`src/rtl/control_unit.sv`:
```
// Instruction sequencer: latches a 9-bit instruction from DIN and steps through
// T0..T3 driving the bus-mux selects and the register/A/G/IR load enables.
module control_unit #(
  parameter int DATA_W = 16,
  parameter int IR_W   = 9,
  parameter int SEL_W  = 8
) (
  input  logic              Clock,
  input  logic              Reset,
  input  logic              Run,
  input  logic [DATA_W-1:0] DIN,
  output logic              IRin,
  output logic [SEL_W-1:0]  Rin,
  output logic              Ain,
  output logic              Gin,
  output logic              AddSub,
  output logic [SEL_W-1:0]  selectR,
  output logic              selectG,
  output logic              selectDin,
  output logic              Done,
  output logic [1:0]        tstep,
  output logic [IR_W-1:0]   ir
);

  typedef enum logic [1:0] {T0 = 2'd0, T1 = 2'd1, T2 = 2'd2, T3 = 2'd3} tstep_t;

  localparam logic [SEL_W-1:0] ONE = SEL_W'(1);

  tstep_t     state;
  logic [2:0] opcode;
  logic [2:0] x_idx;
  logic [2:0] y_idx;
  logic       is_arith;
  logic       unused_din;

  assign opcode     = ir[IR_W-1 -: 3];
  assign x_idx      = ir[5:3];
  assign y_idx      = ir[2:0];
  assign is_arith   = (opcode == 3'b010) || (opcode == 3'b011);
  assign tstep      = state;
  // Only the low IR_W bits of DIN form an instruction; the rest is immediate data.
  assign unused_din = ^DIN[DATA_W-1:IR_W];

  always_ff @(posedge Clock) begin
    if (Reset) begin
      state <= T0;
      ir    <= '0;
    end else begin
      unique case (state)
        T0: if (Run) begin
          ir    <= DIN[IR_W-1:0];
          state <= T1;
        end
        T1: state <= is_arith ? T2 : T0;
        T2: state <= T3;
        T3: state <= T0;
        default: state <= T0;
      endcase
    end
  end

  always_comb begin
    IRin      = 1'b0;
    Rin       = '0;
    Ain       = 1'b0;
    Gin       = 1'b0;
    AddSub    = 1'b0;
    selectR   = '0;
    selectG   = 1'b0;
    selectDin = 1'b0;
    Done      = 1'b0;
    if (!Reset) begin
      unique case (state)
        T0: IRin = Run;
        T1: begin
          unique case (opcode)
            3'b000: begin
              selectR = SEL_W'(y_idx);
              Rin     = ONE << x_idx;
              Done    = 1'b1;
            end
            3'b001: begin
              selectDin = 1'b1;
              Rin       = ONE << x_idx;
              Done      = 1'b1;
            end
            3'b010, 3'b011: begin
              selectR = SEL_W'(x_idx);
              Ain     = 1'b1;
            end
            default: Done = 1'b1;
          endcase
        end
        T2: begin
          selectR = SEL_W'(y_idx);
          Gin     = 1'b1;
          AddSub  = (opcode == 3'b011);
        end
        T3: begin
          // selectR stays 0 while G owns the bus.
          selectG = 1'b1;
          Rin     = ONE << x_idx;
          Done    = 1'b1;
        end
        default: ;
      endcase
    end
  end

endmodule

```
`config.mk`:
```
export PLATFORM = sky130hd
export DESIGN_NAME = control_unit
export DESIGN_NICKNAME = d
export VERILOG_FILES = /design/src/rtl/control_unit.sv
export SDC_FILE = /design/constraint.sdc
export NUM_CORES = 1
export LEC_CHECK = 0
export ABC_AREA = 1
export CAP_MARGIN = 20
export CORE_MARGIN = 8
export CORE_UTILIZATION = 32
export DETAILED_ROUTE_END_ITERATION = 10
export MAX_ROUTING_LAYER = met4
export PLACE_DENSITY = 0.73
export SYNTH_ARGS = -nofsm -noshare
export SYNTH_HDL_FRONTEND = slang
export SYNTH_SLANG_ARGS = --single-unit
```
`constraint.sdc`:
```
create_clock -name Clock -period 1.4 [get_ports Clock]
set_clock_uncertainty 0.1 [all_clocks]
set_input_delay 0.28 -clock Clock [delete_from_list [all_inputs] [get_ports Clock]]
set_output_delay 0.28 -clock Clock [all_outputs]
set_load 0.1 [all_outputs]
```
After elaboration in Yosys (flattened, before gate mapping) --
Cells that the tools add are included.
Word-level totals: flip-flop bits (word level) 11, output and inout port bits 34
Cells by class: shifts and indexed selects 1, reductions and logical operators 6, muxes and demuxes 26, equality and inequality tests 7
Operators by type and width (count):
- two-way mux 1 bit | 16
- two-way mux 8 bit | 2
- case mux 8 bit (2 select lines) | 1
- case mux 3 bit (2 select lines) | 2
- case mux 2 bit (4 select lines) | 1
- left shift 1 x 3 -> 8 bit, first input constant | 1
- equality test 3 x 2 -> 1 bit, second input constant | 2
- equality test 2 bit, second input constant | 2
- two-way mux 2 bit | 2
- OR reduction 2 bit | 2
- equality test 3 x 1 -> 1 bit, second input constant | 1
- zero test 3 bit | 1
- two-way mux 3 bit | 1
- equality test 2 x 1 -> 1 bit, second input constant | 1
- zero test 2 bit | 1
- != test 2 bit, second input constant | 1
- case mux 1 bit (2 select lines) | 1
- AND reduction 2 bit | 1
- logical OR 1 bit | 1

Longest topological paths before layout --
word-level depth 5, mapped depth 7, mapped depth without buffers 6

Worst setup path after synthesis --
No wires, ideal clock.
path type reg-to-output, start register with a tool-made name, end output port AddSub, path buffers 0, data arrival time 4.275 ns, slack -3.255 ns, cell stages (with the launch flop) 4, path through dfxtp_1 -> ha_1 -> inv_1 -> nor4_1
RTL lines:
- end, declared | line 16 | output logic AddSub,

Worst setup path after layout --
start register state[0], in the netlist tstep[0], end output port selectR[1]
On the way: cells in the longest elaborated chain, start to end 3, elaborated cells on any way between the ends 4, classes of those cells eq/ne (2); mux (2)
Ends and longest elaborated chain:
- start, declared | line 29 | tstep_t state;
- start signal, assigned | line 54 | T1: state <= is_arith ? T2 : T0;
- equality test 2 bit / equality test 2 x 1 -> 1 bit (equally long branches) | line 73 | unique case (state)
- case mux 3 bit (2 select lines) (*) | line 73
- two-way mux 3 bit (*) | line 72 | if (!Reset) begin
- end, declared | line 17 | output logic [SEL_W-1:0] selectR,
Mark *: on every way between the ends. The rest lies on a longest branch, timed or not.

==> flow_summary.yaml <==
placement:
  port-buffer-count: 40
  placed_cell_area_um2: 1860
  dp.final_hpwl_um: 2650
  place.gp.congestion: 0.843
floorplan:
  die_height_um: 66.8
  coreArea_um2: 2450
  design.portCount: 53
  start_util_pct: 33.7
  die_area_um2: 4470
  floorplan.die.width_um: 66.8
  rows: 18
clock_tree:
  root_buffer: "clkbuf_4"
  max-clock-path-buffers: 2
  worst_skew_pair.late_latency_ns: 0.30
  cts_tree: "yes"
  numCtsBuffers: 3
  path_clk_slew_ns: 0.09
  htreeDepth: 1
  clock_sinks: 11
routing:
  wl_per_cell_um: 18.3
  drt_iter0_drc: 45
  vias_per_cell: 5.09
  wl_um: 3930
  postRouteAntennaNets: 0
  route.vias.total: 1094
  first_pass_iters: 4
  drc: 0
grt:
  grt-ovfl-total: 0
  grt_pass1_vias: 1187
  grt_use_total_pct: 17.2
  antenna_found_initial: 0
  grt_pass1_wl_um: 5730
  grt_max_degree: 15
timing:
  whs_ns: 0.446
  fin_crit_sh_pct: 143
  rsz0062_at_grt: "true"
  finalHoldViolations: 0
  finalCriticalPeriod_ns: 2.01
  fin_ws_ns: -0.606
  fmax_mhz: 498
  finalMaxSlewViolations: 0
  finalSetupViolations: 21
worst_hold_path:
  hp-start: "ir[5]$_SDFFE_PP0P_"
  hold_class: "reg2reg"
  holdPathStages: 2
yosys:
  synth_area_per_cell_um2: 6.89
  synth_top_area_share_pct: 26.6
  ys_types: 23
  yosysWarnings: 0
  synth_xor_area_share_pct: 0
  synth_top_area_cell: "dfxtp_1"
  ys_ff_latch: 11
  synth-compound-area-share_pct: 14.2
  synth_top_family_by_area: "simple AND/OR/NAND/NOR gates"
  synth_area_um2: 827
  syn_inst: 120
  yosys-mux-area-fraction_pct: 0
  synth.area.top_cells: "dfxtp_1, nor2_1, ha_1"
  synthAdderAreaFrac_pct: 7.56
  yosysSeqAreaShare_pct: 26.6
  yosys.area_share.simple_pct: 31.9
worst_setup_path:
  cp.arrival_ns: 1.63
  setup.worst_path.class: "reg2out"
  cp-start-kind: "flip-flop"
  slowest_delay_ns: 0.41
  crit_family: "flip-flops"
  crit_chain: "inv_4 > ha_1 > inv_1 > nor2_4 > nand2_2 > clkinvlp_4 > buf_12"
  critPathCaptureType: "output port"
  worstPathMaxFanout: 4
  crit_cells: 7
  required_ns: 1.02
  r2r_cells: 6
  timing.rr.start: "tstep[0]$_SDFFE_PP0P_"
  cp-startpoint: "tstep[0]$_SDFFE_PP0P_"
  crit_buf_inv: 4
  slowest_stage: "dfxtp_4"
status:
  violations: "setup timing"
  run_status: "complete, but fails checks"
final_layout:
  antenna_cells: 0
  num-fill-cells: 123
  multiInputGateArea_um2: 728
  fin_nets: 210
  final_common_cell: "buf_12"
  seq_area_um2: 249
  layout-drive-gt1-share_pct: 67.6
  final_cell_mix: "buf_12, buf_4, nor2_4, clkdlybuf4s50_1, nor2_1"
  stdcell_area_um2: 2070
  area_growth_pct: 150
power:
  power_leakage_uw: 0.000853
  vdd_drop_max_uv: 1280
  power_per_cell_area_nw_per_um2: 1270
run:
  cap_violations: 0
-- worst min-delay path, stage by stage (launching register included) --
cell     delay [ns]
dfxtp_4        0.38
nand2_1        0.07
a21oi_1        0.06
-- through the flow --
step	TNS [ns]	utilization [%]	worst slack [ns]	instances	power, uW
6_report	-9.43	84.3	-0.606	215	2630
2_1_floorplan	-12.48	-	-0.878	124	1550
3_5_place_dp	-8.36	75.8	-0.488	207	2150
5_1_grt	-10.61	84.3	-0.659	215	2730
3_3_place_gp	-7.10	75.8	-0.450	207	2120
4_1_cts	-9.06	82.1	-0.551	215	2530
-- where the power goes --
| part | internal [uW] | total (uW) | switching (uW) | leakage (uW) |
|---|---|---|---|---|
| clock network | 107 | 251 | 144 | 0.0000177 |
| logic | 700 | 1880 | 1180 | 0.000739 |
| registers | 386 | 497 | 111 | 0.0000965 |
-- path summary, 6_finish.rpt --
| check | to | slack (ns) |
|---|---|---|
| max | selectR[1] | -0.61 |
| min reg2reg | ir[5]$_SDFFE_PP0P_ | 0.45 |
| min | ir[5]$_SDFFE_PP0P_ | 0.45 |
| max reg2reg | ir[3]$_SDFFE_PP0P_ | 0 |
-- flip-flops by register name, summed over array words and instances, names as in the netlist, named ones only --
signal,cells
tstep,1
ir,9
-- metal layers --
metal	global-route usage [%]	vias to the layer above	routed length (um)
li1	-	500	-
met1	18.1	534	1520
met2	29.7	44	2120
met3	4.36	16	178
met4	6.67	0	116
met5	-	-	0
-- Yosys cell counts --
library cell  count
nor4_1            1
buf_4             5
buf_6             3
o21ai_1           3
nand2_2           3
nand3_2           1
conb_1            1
ha_1              5
nor2_2            1
a21oi_1           9
o21ai_2           6
buf_8             1
inv_6             1
nand3_1           6
nor3_1            2
nor2_1           23
inv_2             2
inv_1            15
o21ai_0           1
nand4_1           3
nand3_4           1
nand2_1          16
dfxtp_1          11
-- logic make-up after synthesis --
group / after synthesis
AOI/OAI and AO/OA: 19
adders and majority gates: 5
buffers and inverters: 27
DFF: 11
other: 1
and+or+nand+nor: 57
-- layout make-up --
| type | count | area share, % |
|---|---|---|
| clock inverter | 1 | 0.242 |
| tap | 30 | 1.81 |
| clock buffer | 3 | 1.09 |
| timing repair buffer | 66 | 45.1 |
| inverter | 18 | 4.53 |
| sequential | 11 | 12.0 |
| multi-input combinational | 86 | 35.2 |
-- repair_timing --
action,in CTS,in global routing
hold buffers,0,0
buffers inserted,4,0
gates resized for setup,21,14
setup endpoints to repair,19,22
pin swaps,13,9
Note: power is estimated with default switching activity, not from simulation.
